### src/rtl/leaf_pkg.sv
// Shared field layout and packet construction for the leaf egress/ingress paths.
// Packet layout, MSB first: valid, dest leaf, dest port, sequence address, payload.
package leaf_pkg;
    localparam int PAYLOAD_BITS  = 32;
    localparam int NUM_LEAF_BITS = 5;
    localparam int NUM_PORT_BITS = 4;
    localparam int NUM_ADDR_BITS = 7;
    localparam int PACKET_BITS   = 1 + NUM_LEAF_BITS + NUM_PORT_BITS + NUM_ADDR_BITS + PAYLOAD_BITS;

    localparam int ADDR_LSB = PAYLOAD_BITS;
    localparam int PORT_LSB = ADDR_LSB + NUM_ADDR_BITS;
    localparam int LEAF_LSB = PORT_LSB + NUM_PORT_BITS;

    localparam int DEF_NUM_OUT_PORTS         = 7;
    localparam int DEF_CREDIT_BITS           = 8;
    localparam int DEF_CREDIT_INIT           = 128;
    localparam int DEF_FREESPACE_UPDATE_SIZE = 64;

    typedef logic [PACKET_BITS-1:0] packet_t;

    function automatic packet_t pack_pkt(input logic [NUM_LEAF_BITS-1:0] leaf,
                                         input logic [NUM_PORT_BITS-1:0] port,
                                         input logic [NUM_ADDR_BITS-1:0] addr,
                                         input logic [PAYLOAD_BITS-1:0]  data);
        packet_t p;
        p                              = '0;
        p[PACKET_BITS-1]               = 1'b1;
        p[LEAF_LSB +: NUM_LEAF_BITS]   = leaf;
        p[PORT_LSB +: NUM_PORT_BITS]   = port;
        p[ADDR_LSB +: NUM_ADDR_BITS]   = addr;
        p[0 +: PAYLOAD_BITS]           = data;
        return p;
    endfunction
endpackage

### src/rtl/leaf_out_arbiter_rr_arbiter.sv
// Round-robin priority rotation: first requester after rr_i (wrapping) wins.
// Grants nothing while advance_i is low, so the caller can stall it.
module rr_arbiter #(
    parameter int N  = 7,
    parameter int IW = (N > 1) ? $clog2(N) : 1
) (
    input  logic [N-1:0]  req_i,
    input  logic [IW-1:0] rr_i,
    input  logic          advance_i,
    output logic [N-1:0]  gnt_o,
    output logic [IW-1:0] gnt_idx_o
);
    logic          found;
    logic [IW-1:0] idx;
    int            pos;

    always_comb begin
        gnt_o     = '0;
        gnt_idx_o = rr_i;
        found     = 1'b0;
        idx       = '0;
        pos       = 0;
        for (int k = 1; k <= N; k++) begin
            pos = int'(rr_i) + k;
            if (pos >= N) pos = pos - N;
            idx = IW'(pos);
            if (!found && advance_i && req_i[idx]) begin
                found      = 1'b1;
                gnt_o[idx] = 1'b1;
                gnt_idx_o  = idx;
            end
        end
    end
endmodule

### src/rtl/leaf_out_arbiter.sv
// Egress stage: round-robin serialises credit-gated user streams into one BFT
// packet stream through a single holding register, with resend freeze.
module leaf_out_arbiter
    import leaf_pkg::*;
#(
    parameter int NUM_OUT_PORTS         = DEF_NUM_OUT_PORTS,
    parameter int CREDIT_BITS           = DEF_CREDIT_BITS,
    parameter int CREDIT_INIT           = DEF_CREDIT_INIT,
    parameter int FREESPACE_UPDATE_SIZE = DEF_FREESPACE_UPDATE_SIZE
) (
    input  logic                                    clk,
    input  logic                                    reset_n,
    input  logic [NUM_OUT_PORTS*PAYLOAD_BITS-1:0]   din_leaf_user2interface,
    input  logic [NUM_OUT_PORTS-1:0]                vld_user2interface,
    output logic [NUM_OUT_PORTS-1:0]                ack_interface2user,
    input  logic [NUM_OUT_PORTS*NUM_LEAF_BITS-1:0]  dest_leaf,
    input  logic [NUM_OUT_PORTS*NUM_PORT_BITS-1:0]  dest_port,
    input  logic                                    credit_vld,
    input  logic [NUM_PORT_BITS-1:0]                credit_port,
    input  logic                                    resend,
    input  logic                                    pkt_rdy,
    output logic [PACKET_BITS-1:0]                  dout_leaf_interface2bft
);
    localparam int IDX_W = (NUM_OUT_PORTS > 1) ? $clog2(NUM_OUT_PORTS) : 1;
    localparam int SUM_W = CREDIT_BITS + 2;
    localparam logic [CREDIT_BITS-1:0] CREDIT_MAX = '1;

    logic [NUM_OUT_PORTS-1:0][CREDIT_BITS-1:0]   credit_q, credit_d;
    logic [NUM_OUT_PORTS-1:0][NUM_ADDR_BITS-1:0] addr_q, addr_d;
    logic [IDX_W-1:0]                            rr_q, rr_d;
    packet_t                                     hold_q, hold_d;

    logic [NUM_OUT_PORTS-1:0] elig, gnt;
    logic [IDX_W-1:0]         gnt_idx;
    logic                     advance, accept;
    logic [NUM_LEAF_BITS-1:0] sel_leaf;
    logic [NUM_PORT_BITS-1:0] sel_port;
    logic [NUM_ADDR_BITS-1:0] sel_addr;
    logic [PAYLOAD_BITS-1:0]  sel_data;
    logic [SUM_W-1:0]         sum;

    always_comb begin
        elig = '0;
        for (int i = 0; i < NUM_OUT_PORTS; i++)
            elig[i] = vld_user2interface[i] && (credit_q[i] != '0);
    end

    // The holding register's valid bit doubles as the "full" flag.
    assign advance = reset_n && !resend && (!hold_q[PACKET_BITS-1] || pkt_rdy);

    rr_arbiter #(.N(NUM_OUT_PORTS), .IW(IDX_W)) u_rr (
        .req_i     (elig),
        .rr_i      (rr_q),
        .advance_i (advance),
        .gnt_o     (gnt),
        .gnt_idx_o (gnt_idx)
    );

    assign accept                  = |gnt;
    assign ack_interface2user      = gnt;
    assign dout_leaf_interface2bft = resend ? '0 : hold_q;

    always_comb begin
        sel_leaf = '0;
        sel_port = '0;
        sel_addr = '0;
        sel_data = '0;
        for (int i = 0; i < NUM_OUT_PORTS; i++) begin
            if (gnt[i]) begin
                sel_leaf = dest_leaf[i*NUM_LEAF_BITS +: NUM_LEAF_BITS];
                sel_port = dest_port[i*NUM_PORT_BITS +: NUM_PORT_BITS];
                sel_addr = addr_q[i];
                sel_data = din_leaf_user2interface[i*PAYLOAD_BITS +: PAYLOAD_BITS];
            end
        end
    end

    always_comb begin
        hold_d   = hold_q;
        rr_d     = rr_q;
        addr_d   = addr_q;
        credit_d = credit_q;
        sum      = '0;
        if (accept) begin
            hold_d = pack_pkt(sel_leaf, sel_port, sel_addr, sel_data);
            rr_d   = gnt_idx;
        end else if (!resend && pkt_rdy) begin
            hold_d = '0;
        end
        // A send only happens with credit != 0, so the wide sum never underflows.
        for (int i = 0; i < NUM_OUT_PORTS; i++) begin
            addr_d[i] = addr_q[i] + NUM_ADDR_BITS'(gnt[i]);
            sum = SUM_W'(credit_q[i])
                + ((credit_vld && credit_port == NUM_PORT_BITS'(i)) ? SUM_W'(FREESPACE_UPDATE_SIZE) : '0)
                - SUM_W'(gnt[i]);
            credit_d[i] = (sum > SUM_W'(CREDIT_MAX)) ? CREDIT_MAX : sum[CREDIT_BITS-1:0];
        end
    end

    always_ff @(posedge clk or negedge reset_n) begin
        if (!reset_n) begin
            hold_q <= '0;
            rr_q   <= '0;
            addr_q <= '0;
            for (int i = 0; i < NUM_OUT_PORTS; i++)
                credit_q[i] <= CREDIT_BITS'(CREDIT_INIT);
        end else begin
            hold_q   <= hold_d;
            rr_q     <= rr_d;
            addr_q   <= addr_d;
            credit_q <= credit_d;
        end
    end
endmodule

### config.mk
export PLATFORM = sky130hd
export DESIGN_NAME = leaf_out_arbiter
export DESIGN_NICKNAME = d
export VERILOG_FILES = /design/src/rtl/leaf_pkg.sv /design/src/rtl/leaf_out_arbiter_rr_arbiter.sv /design/src/rtl/leaf_out_arbiter.sv
export SDC_FILE = /design/constraint.sdc
export NUM_CORES = 1
export LEC_CHECK = 0
export BUFFER_PORTS_ARGS = -buffer_cell sky130_fd_sc_hd__clkbuf_2
export CAP_MARGIN = 20
export CORE_AREA = 2 2 150 181
export CTS_BUF_LIST = sky130_fd_sc_hd__clkbuf_4 sky130_fd_sc_hd__clkbuf_8
export DETAILED_ROUTE_END_ITERATION = 12
export DIE_AREA = 0 0 152 183
export GPL_TIMING_DRIVEN = 0
export PLACE_DENSITY = 0.9
export SLEW_MARGIN = 25
export SYNTH_ARGS = -nofsm -noshare
export SYNTH_HDL_FRONTEND = slang
export SYNTH_SLANG_ARGS = --single-unit
### constraint.sdc
create_clock -name clk -period 5.4 [get_ports clk]
set_input_delay 0.27 -clock clk [delete_from_list [all_inputs] [get_ports clk]]
set_output_delay 0.27 -clock clk [all_outputs]
set_load 0.01 [all_outputs]
==> results.ini, run 1 <==
[timing]
max_freq_mhz=182
rsz0062_at_grt=yes
hold_ws_ns=0.0917
drv_slew=0
finalHoldViolCount=0
fin_crit_ns=5.49
period_share=1.02
tightestPinTransition_ns=0.871
slew_headroom=0.420
setup_viol=23
clock_skew_ns=0.0272
fin_ws_ns=-0.0921

[floorplan]
core_sq_um=26100
dieArea_sq_um=27800
chipHeight_microns=183
rows=65
fp.dieW_microns=152
io_pins=359
initial_core_util=0.492

[status]
outcome=complete, but fails checks
violations=setup timing

[drt]
firstDrtPassIters=6
drc=0
wl_mm=56.8
vias=14400
top_layer=met5
met3_length_mm=6.77
wl_met1_mm=20.8
vias_per_cell=6.41
wire_per_inst_microns=25.3
drtAntennaViolNets=0
drt_iter0_drc=1649
wl_met2_mm=26.1

[logic_synthesis]
synth-seq-area-share=0.306
syn_area_sq_um=12900
synth.distinct_cells=99
synth_seq_cells=157
async_flop_share=1.00
synth_top_family_by_area=compound AO/OA/AOI/OAI gates
synth_mux_area_frac=0.0129
yosys.area_share.simple=0.180
yosysTopAreaCell=dfrtp_1
synth_common_cells=dfrtp_1, ha_1, inv_1, nand2_1, nor2_1
syn_inst=1421
synth_ff_type=dfrtp_1
syn_area_per_cell_sq_um=9.04
synth_nets=1840
synth_top_area_share=0.292
synthXorXnorAreaFrac=0.0511
synth_warnings=0
synth_edf_count=0
synth_compound_gate_area_share=0.269
yosys.cell_count.top_type=dfrtp_1
yosys-top-cells-area=dfrtp_1, ha_1, xnor2_1, o221ai_1, a211o_1
synthAdderAreaFrac=0.118

[finish]
num-nets-final=2315
drive_gt1_frac=0.401
fillCellCount=2000
layout.cells.non_filler=2248
synthToLayoutAreaGrowth_pct=36.7

[setup_path]
r2r_end=credit_q[27]
slowest_delay_ns=0.47
worst-path-max-fanout=10
slowest_stage=or4_4
cp-end-kind=flip-flop
r2r_start=rr_q[2]
cp_data_arrival_time_ns=5.84
r2r_slack_ns=-0.09
path_class=flip-flop to flip-flop
reg2reg_depth=31
worstSetupStartpointType=flip-flop
worstPathRequired_ns=5.75

[global_route]
grt_antenna_before_repair=7
grtUsageTotal=0.380
grt_pass1_vias=13800
grt_max_degree=85
grt_pass1_wl_mm=80.7
overflow=0

[placement]
post-place-cells=2115
dpl.hpwl_mm=42.5
io_buffers=358
gp_congestion=1.05

[job]
drv_cap=0

[cts]
clockRootBuffer=clkbuf_8
cts_max_path_buffers=2
cts_buffers=17
htree_levels=4
clk-insertion-delay-late_ns=0.48
cts_sinks=157
cts_tree=built
clkTransAtPathRegs_ns=0.12

[min_path]
min_to=hold_q[20]
hp-class=primary input to flip-flop
hold_path_depth=3
worstHoldStart=din_leaf_user2interface[180]

==> area by class of cell <==
class                   instances  area, sq um  share of cell area
repair buffers                461         2690               0.153
well taps                     335          419              0.0239
clock buffers                  18          241              0.0137
diodes                          4         10.0            0.000570
flip-flops and latches        157         3940               0.224
plain buffers                  76          539              0.0307
inverters                     103          438              0.0249
multi-input cells            1080         9100               0.518
clock inverters                14          194              0.0110
==> critical path, delay by kind of cell, from the launching register on <==
family | cells | cell delay [ns]
buf+inv | 10 | 1.35
compound gates | 9 | 1.50
fa+ha+maj | 3 | 0.62
flops | 1 | 0.43
simple gates | 7 | 1.19
xor+xnor | 1 | 0.09
mux | 1 | 0.19
==> cells by family after synthesis <==
family	Yosys count
mux	15
compound gates	446
buf+inv	184
xor+xnor	72
flops	157
fa+ha+maj	116
simple gates	431
==> per-stage QoR <==
step | setup TNS, ns | setup slack [ns] | instance area, sq um | utilization
floorplan | 0 | 0.000603 | 12900 | -
global placement | -316.37 | -2.94 | 15100 | 0.579
detailed placement | -76.61 | -1.40 | 15100 | 0.580
CTS | -0.0920 | -0.0258 | 16600 | 0.635
global route | -8.21 | -0.230 | 17600 | 0.673
finish | -0.937 | -0.0921 | 17600 | 0.673
==> per-layer routing <==
metal / vias to the layer above / GRT usage
met5: - / 0
met4: 4 / 0.176
met3: 234 / 0.134
met2: 964 / 0.608
met1: 6984 / 0.460
li1: 6216 / -
==> layout by cell type, fill, tap and decap left out, types with 47 or more instances in the layout <==
cell type	n
nor2b_1	54
clkbuf_2	358
inv_1	88
nor2_1	80
a211o_1	48
ha_1	91
dfrtp_1	149
a211oi_1	51
xnor2_1	47
o221ai_1	48
a22oi_1	49
a22o_1	47
buf_4	94
nand2_1	80
==> worst max-delay path by stage <==
stage	slack [ns]	end	depth (start not counted)	start
2_1_floorplan	0.0006	credit_q[1]	28	rr_q[1]
3_3_place_gp	-2.94	credit_q[45]	19	reset_n
3_5_place_dp	-1.40	credit_q[40]	28	rr_q[1]
4_1_cts	-0.03	credit_q[18]	28	rr_q[1]
5_1_grt	-0.23	credit_q[11]	28	rr_q[2]
6_report	-0.09	credit_q[27]	31	rr_q[2]
==> repair_timing <==
item	4_1_cts	5_1_grt
endpoints found under the setup margin	109	62
hold endpoints to repair	69	0
hold buffers	2	0
gates resized for setup	118	172
buffers inserted	53	48
pin swaps	27	106
==> registers in the layout, summed over array words and instances, names as in the netlist <==
register,cells
hold_q,49
addr_q,49
credit_q,56
rr_q,3
Power of run 1 is left out: the tool's default activity adds up to more than one toggle a clock period on the data nets, which glitch-free logic cannot reach.
==> run 2: changes to the inputs <==
--- a/config.mk
+++ b/config.mk
@@ -7,12 +7,12 @@
 export LEC_CHECK = 0
 export BUFFER_PORTS_ARGS = -buffer_cell sky130_fd_sc_hd__clkbuf_2
 export CAP_MARGIN = 20
-export CORE_AREA = 2 2 150 181
+export CORE_AREA = 2 2 164 166
 export CTS_BUF_LIST = sky130_fd_sc_hd__clkbuf_4 sky130_fd_sc_hd__clkbuf_8
 export DETAILED_ROUTE_END_ITERATION = 12
-export DIE_AREA = 0 0 152 183
+export DIE_AREA = 0 0 166 168
 export GPL_TIMING_DRIVEN = 0
-export PLACE_DENSITY = 0.9
+export PLACE_DENSITY_LB_ADDON = 0.15
 export SLEW_MARGIN = 25
 export SYNTH_ARGS = -nofsm -noshare
 export SYNTH_HDL_FRONTEND = slang
==> run 2 against run 1 <==
Effect of this change: the run still ends with setup timing left; clock-buffer cell count fell by 1; cell count rose by 1.2%; sequential cell count did not move; fmax grew 0.86%; wire length down 8.3%; die area grew 0.26%; global-route usage shrank 3.0 points; non-clock buffer count rose by 16; register-to-register slack improved by 0.05 ns; first-iteration DRC count is 13% lower; critical path type unchanged; critical endpoint is now credit_q[19].
==> results.ini, run 2 (synthesis gave the netlist of run 1 again) <==
[status]
outcome=complete, but fails checks
violations=setup timing

[global_route]
grt_pass1_vias=12800  ; -7.4%
grtUsageTotal=0.350  ; -0.0297
grt_max_degree=71  ; -16%
grt_pass1_wl_mm=74.9  ; -7.2%
grt_antenna_before_repair=9  ; +2
overflow=0  ; unchanged

[finish]
fillCellCount=2197  ; +9.9%
reg_top3=credit_q x56, addr_q x49, hold_q x49
largest_register_ffs=56  ; unchanged
regMostFlops=credit_q
drive_gt1_frac=0.380  ; -0.0217
synthToLayoutAreaGrowth_pct=35.5
final_common_cell=clkbuf_2
final_area_sq_um=17400  ; -0.87%
num-nets-final=2332  ; +0.73%
final_cell_mix=clkbuf_2, dfrtp_1, buf_4, ha_1, nand2_1

[timing]
finalHoldViolCount=0  ; unchanged
period_share=1.01  ; -0.00866
fin_crit_ns=5.45  ; -0.0467 ns
max_freq_mhz=184  ; +0.86%
drv_slew=0  ; unchanged
tightestPinTransition_ns=0.891  ; +0.0201 ns
slew_headroom=0.406  ; -0.0134
setup_tns_ns=-0.210  ; +0.727 ns
setup_viol=7  ; -70%
hold_ws_ns=0.101  ; +0.00912 ns
rsz0062_at_grt=yes
fin_ws_ns=-0.0454  ; +0.0467 ns
clock_skew_ns=0.0237  ; -0.00347 ns

[drt]
vias_per_cell=6.09  ; -5.0%
wire_per_inst_microns=22.9  ; -9.3%
drtAntennaViolNets=0  ; unchanged
vias=13800  ; -3.9%
drc=0  ; unchanged
wl_mm=52.1  ; -8.3%
firstDrtPassIters=6  ; unchanged
drt_iter0_drc=1431  ; -13%

[cts]
cts_sinks=157  ; unchanged
htree_levels=4  ; unchanged
clk-insertion-delay-late_ns=0.48  ; about the same
cts_max_path_buffers=2  ; unchanged
cts_tree=built
clockRootBuffer=clkbuf_8
clkTransAtPathRegs_ns=0.11  ; about the same
cts_buffers=17  ; unchanged

[floorplan]
rows=60  ; -7.7%
chipHeight_microns=168  ; -8.2%
io_pins=359  ; unchanged
initial_core_util=0.488  ; -0.00456
fp.dieW_microns=166  ; +9.2%
core_sq_um=26400  ; +0.93%
dieArea_sq_um=27900  ; +0.26%

[setup_path]
cp_data_arrival_time_ns=5.81  ; -0.03 ns
path_class=flip-flop to flip-flop
worstPathRequired_ns=5.76  ; about the same
worst-path-max-fanout=6  ; -4
cp-end-kind=flip-flop
worstSetupStartpointType=flip-flop

[placement]
dpl_cell_area_sq_um=15200  ; +0.28%
gp_congestion=1.03  ; -2.7%
dpl.hpwl_mm=39.2  ; -7.5%
io_buffers=358  ; unchanged
pre_cts_slack_ns=-1.23  ; +0.169 ns

[job]
drv_cap=0  ; unchanged

[min_path]
hp-class=primary input to flip-flop

[run 2: cell types whose count changed in the layout (fill, tap and decap cells not counted), moves of 4 or more]
cell      before  now
a21oi_1       21   32
a21oi_2       34   24
buf_4         94  109
clkinv_8       1    5
ha_1          91   96
ha_4          13    9
nand2_1       80   92
nand2_2       17    5
nor2_1        80   84
[run 2: repair_timing]
| item | in CTS | in global routing |
|---|---|---|
| cloned | 0 | 1 |
| setup buffers | 40 | 75 |
| hold buffers | 1 | 0 |
| setup endpoints to repair | 98 | 60 |
| hold endpoints to repair | 28 | 0 |
| resized for setup | 77 | 149 |
| pin swaps | 15 | 72 |
[run 2: area by class of cell]
cell class / count / area (sq um) / share of cell area
Timing Repair Buffer: 476 / 2800 / 0.161
Buffer: 77 / 543 / 0.0312
Antenna cell: 7 / 17.5 / 0.00101
Clock buffer: 17 / 234 / 0.0134
Sequential cell: 157 / 3940 / 0.226
Tap cell: 341 / 427 / 0.0245
Clock inverter: 15 / 168 / 0.00963
Inverter: 103 / 440 / 0.0253
Timing Repair inverter: 1 / 8.76 / 0.000503
Multi-Input combinational cell: 1080 / 8840 / 0.508
[run 2: worst max-delay path, cell delays in order (launching register included)]
cell        delay [ns]
dfrtp_1           0.44
buf_6             0.14
clkinvlp_4        0.16
buf_6             0.17
fa_2              0.59
nor3_1            0.07
a31o_2            0.22
a22oi_2           0.27
nand4b_4          0.20
buf_6             0.16
buf_6             0.12
mux2i_2           0.18
mux2i_1           0.14
nor4_2            0.42
and2_4            0.27
inv_4             0.06
ha_1              0.19
inv_1             0.05
ha_2              0.17
inv_1             0.05
fa_2              0.37
o21bai_4          0.16
a21oi_2           0.08
o21bai_1          0.17
a21oi_2           0.10
a21oi_2           0.16
buf_4             0.16
nand2_1           0.06
[run 2: final timing paths]
| check | startpoint | endpoint | slack, ns | cells after the start |
|---|---|---|---|---|
| setup / recovery | rr_q[2] | credit_q[19] | -0.05 | 27 |
| min in group asynchronous | reset_n | hold_q[22] | 0.23 | 2 |
| hold / removal | din_leaf_user2interface[170] | hold_q[10] | 0.10 | 3 |
| setup reg to reg | rr_q[2] | credit_q[19] | -0.05 | 27 |
| max in group asynchronous | reset_n | rr_q[1] | 4.15 | 4 |
| hold reg to reg | addr_q[27] | addr_q[27] | 0.48 | 1 |
[run 2: layer usage]
metal | GRT usage | routed length, microns | vias to the layer above
li1 | - | - | 6265
met1 | 0.450 | 20900 | 6680
met2 | 0.532 | 23200 | 768
met3 | 0.130 | 6060 | 126
met4 | 0.147 | 2010 | 0
met5 | 0 | 0 | -
[run 2: stage by stage]
stage / utilization / std cells
floorplan: - / 1421
global placement: 0.574 / 2120
detailed placement: 0.576 / 2122
CTS: 0.615 / 2194
global route: 0.661 / 2272
finish: 0.661 / 2274
Power of run 2 is left out for the same reason.
==> run 3: changes to the inputs <==
==> constraint.sdc (replaced) <==
create_clock -name clk -period 5.4 [get_ports clk]
set_input_delay 0.54 -clock clk [delete_from_list [all_inputs] [get_ports clk]]
set_output_delay 0.54 -clock clk [all_outputs]
set_load 0.01 [all_outputs]
==> run 3 against run 2 <==
Effect of this change: global-route usage is 0.091 points higher; die area unchanged; register-to-register slack worse by 0.03 ns; sequential cell count stayed put; fmax down 0.54%; highest routed layer is now met5; critical path type unchanged; worst hold slack lost 0.051 ns; the run still ends with setup timing left; clock-buffer cell count did not move; cell area hardly changed; core utilization about the same; clock skew up 0.0014 ns.
==> results.ini, run 3 (synthesis gave the netlist of run 1 again) <==
[status]
outcome=complete, but fails checks
violations=setup timing

[finish]
drive_gt1_frac=0.380  ; +0.000519
final_common_cell=clkbuf_2
final_util=0.661  ; about the same
regMostFlops=credit_q
largest_register_ffs=56  ; unchanged
synthToLayoutAreaGrowth_pct=35.5  ; about the same
num-nets-final=2332  ; unchanged
final_cell_mix=clkbuf_2, dfrtp_1, buf_4, ha_1, nand2_1
layout.cells.non_filler=2273  ; -0.044%
reg_top3=credit_q x56, addr_q x49, hold_q x49

[floorplan]
initial_core_util=0.488  ; unchanged
fp.dieW_microns=166  ; unchanged
chipHeight_microns=168  ; unchanged
rows=60  ; unchanged
dieArea_sq_um=27900  ; unchanged
io_pins=359  ; unchanged
core_sq_um=26400  ; unchanged

[drt]
firstDrtPassIters=7  ; +1
vias_per_cell=6.10  ; +0.18%
drt_iter0_drc=1477  ; +3.2%
wire_per_inst_microns=23.0  ; +0.33%
wl_mm=52.3  ; +0.29%
vias=13900  ; +0.14%
drtAntennaViolNets=0  ; unchanged
drc=0  ; unchanged

[global_route]
grt_pass1_vias=12800  ; +0.047%
grt_pass1_wl_mm=75.0  ; +0.19%
grtUsageTotal=0.351  ; +0.000914
grt_max_degree=71  ; unchanged
grt_antenna_before_repair=9  ; unchanged
overflow=0  ; unchanged

[setup_path]
cp_data_arrival_time_ns=5.84  ; +0.03 ns
r2r_start=rr_q[2]
slowest_stage=fa_2
reg2reg_depth=27  ; unchanged
worstSetupStartpointType=flip-flop
r2r_slack_ns=-0.08  ; -0.03 ns
cp-end-kind=flip-flop
worst-path-max-fanout=6  ; unchanged
slowest_delay_ns=0.59  ; about the same
crit_top_cell=buf_6
r2r_end=credit_q[19]
path_class=flip-flop to flip-flop
worstPathRequired_ns=5.77  ; about the same

[cts]
cts_buffers=17  ; unchanged
htree_levels=4  ; unchanged
cts_max_path_buffers=2  ; unchanged
cts_tree=built
clkTransAtPathRegs_ns=0.11  ; about the same
clk-insertion-delay-late_ns=0.48  ; about the same
cts_sinks=157  ; unchanged
clockRootBuffer=clkbuf_8

[timing]
setup_tns_ns=-0.492  ; -0.282 ns
tightestPinTransition_ns=0.909  ; +0.0187 ns
clock_skew_ns=0.0251  ; +0.00138 ns
finalHoldViolCount=0  ; unchanged
drv_slew=0  ; unchanged
fin_ws_ns=-0.0751  ; -0.0297 ns
setup_viol=14  ; +7
slew_headroom=0.394  ; -0.0124
max_freq_mhz=183  ; -0.54%
hold_ws_ns=0.0497  ; -0.0511 ns
fin_crit_ns=5.48  ; +0.0297 ns
period_share=1.01  ; +0.00550
rsz0062_at_grt=yes

[placement]
dpl.hpwl_mm=39.2  ; unchanged
post-place-cells=2122  ; unchanged
gp_congestion=1.03  ; unchanged
io_buffers=358  ; unchanged

[job]
drv_cap=0  ; unchanged

[min_path]
hp-class=primary input to async pin

-- run 3: cell count changes in the layout (fill, tap and decap cells not counted) --
cell	delta
diode_2	-1
dlygate4sd3_1	-1
buf_12	+1
-- run 3: how the worst max path moves through the flow --
stage	start	to	slack (ns)	cells past startpoint
final	rr_q[2]	credit_q[19]	-0.08	27
after global placement	reset_n	credit_q[45]	-3.21	19
after detailed placement	rr_q[1]	credit_q[43]	-1.23	28
after floorplan	rr_q[1]	credit_q[1]	0.0006	28
after CTS	rr_q[1]	credit_q[49]	0.003	29
after global routing	rr_q[2]	credit_q[1]	-0.22	28
-- run 3: repair_timing --
item                                    CTS  global route
endpoints found under the hold margin    26             0
endpoints found under the setup margin  102            60
setup buffers                            40            75
gates cloned                              0             1
pin swaps                                15            72
resized for setup                        77           149
hold buffers                              1             0
-- run 3: final cells by class --
type                       count  area, sq um
antenna                        6         15.0
buffer                        77          543
clock buffer                  17          234
clock inverter                15          168
fill                        2199         8930
inverter                     103          440
multi-input combinational   1080         8840
sequential                   157         3940
tap                          341          427
timing repair buffer         476         2810
timing repair inverter         1         8.76
-- run 3: routing by layer --
metal  GRT usage  wire length, microns  up-vias
li1            -                     -     6263
met1       0.449                 20700     6652
met2       0.535                 23500      794
met3       0.131                  6090      147
met4       0.149                  2020        2
met5           0                    13        -
-- run 3: critical path: cells and delay by family (launching register included) --
kind	cells	cell delay, ns
DFF	1	0.45
AOI/OAI and AO/OA	7	1.15
buffers and inverters	9	1.07
muxes	2	0.34
adders and majority gates	4	1.32
and+or+nand+nor	5	1.02
-- run 3: stage by stage --
step,cell area (sq um),setup slack [ns]
global route,17400,-0.220
CTS,16200,0.00341
global placement,15100,-3.21
floorplan,12900,0.000603
finish,17400,-0.0751
detailed placement,15200,-1.23
Power of run 3 is left out for the same reason.
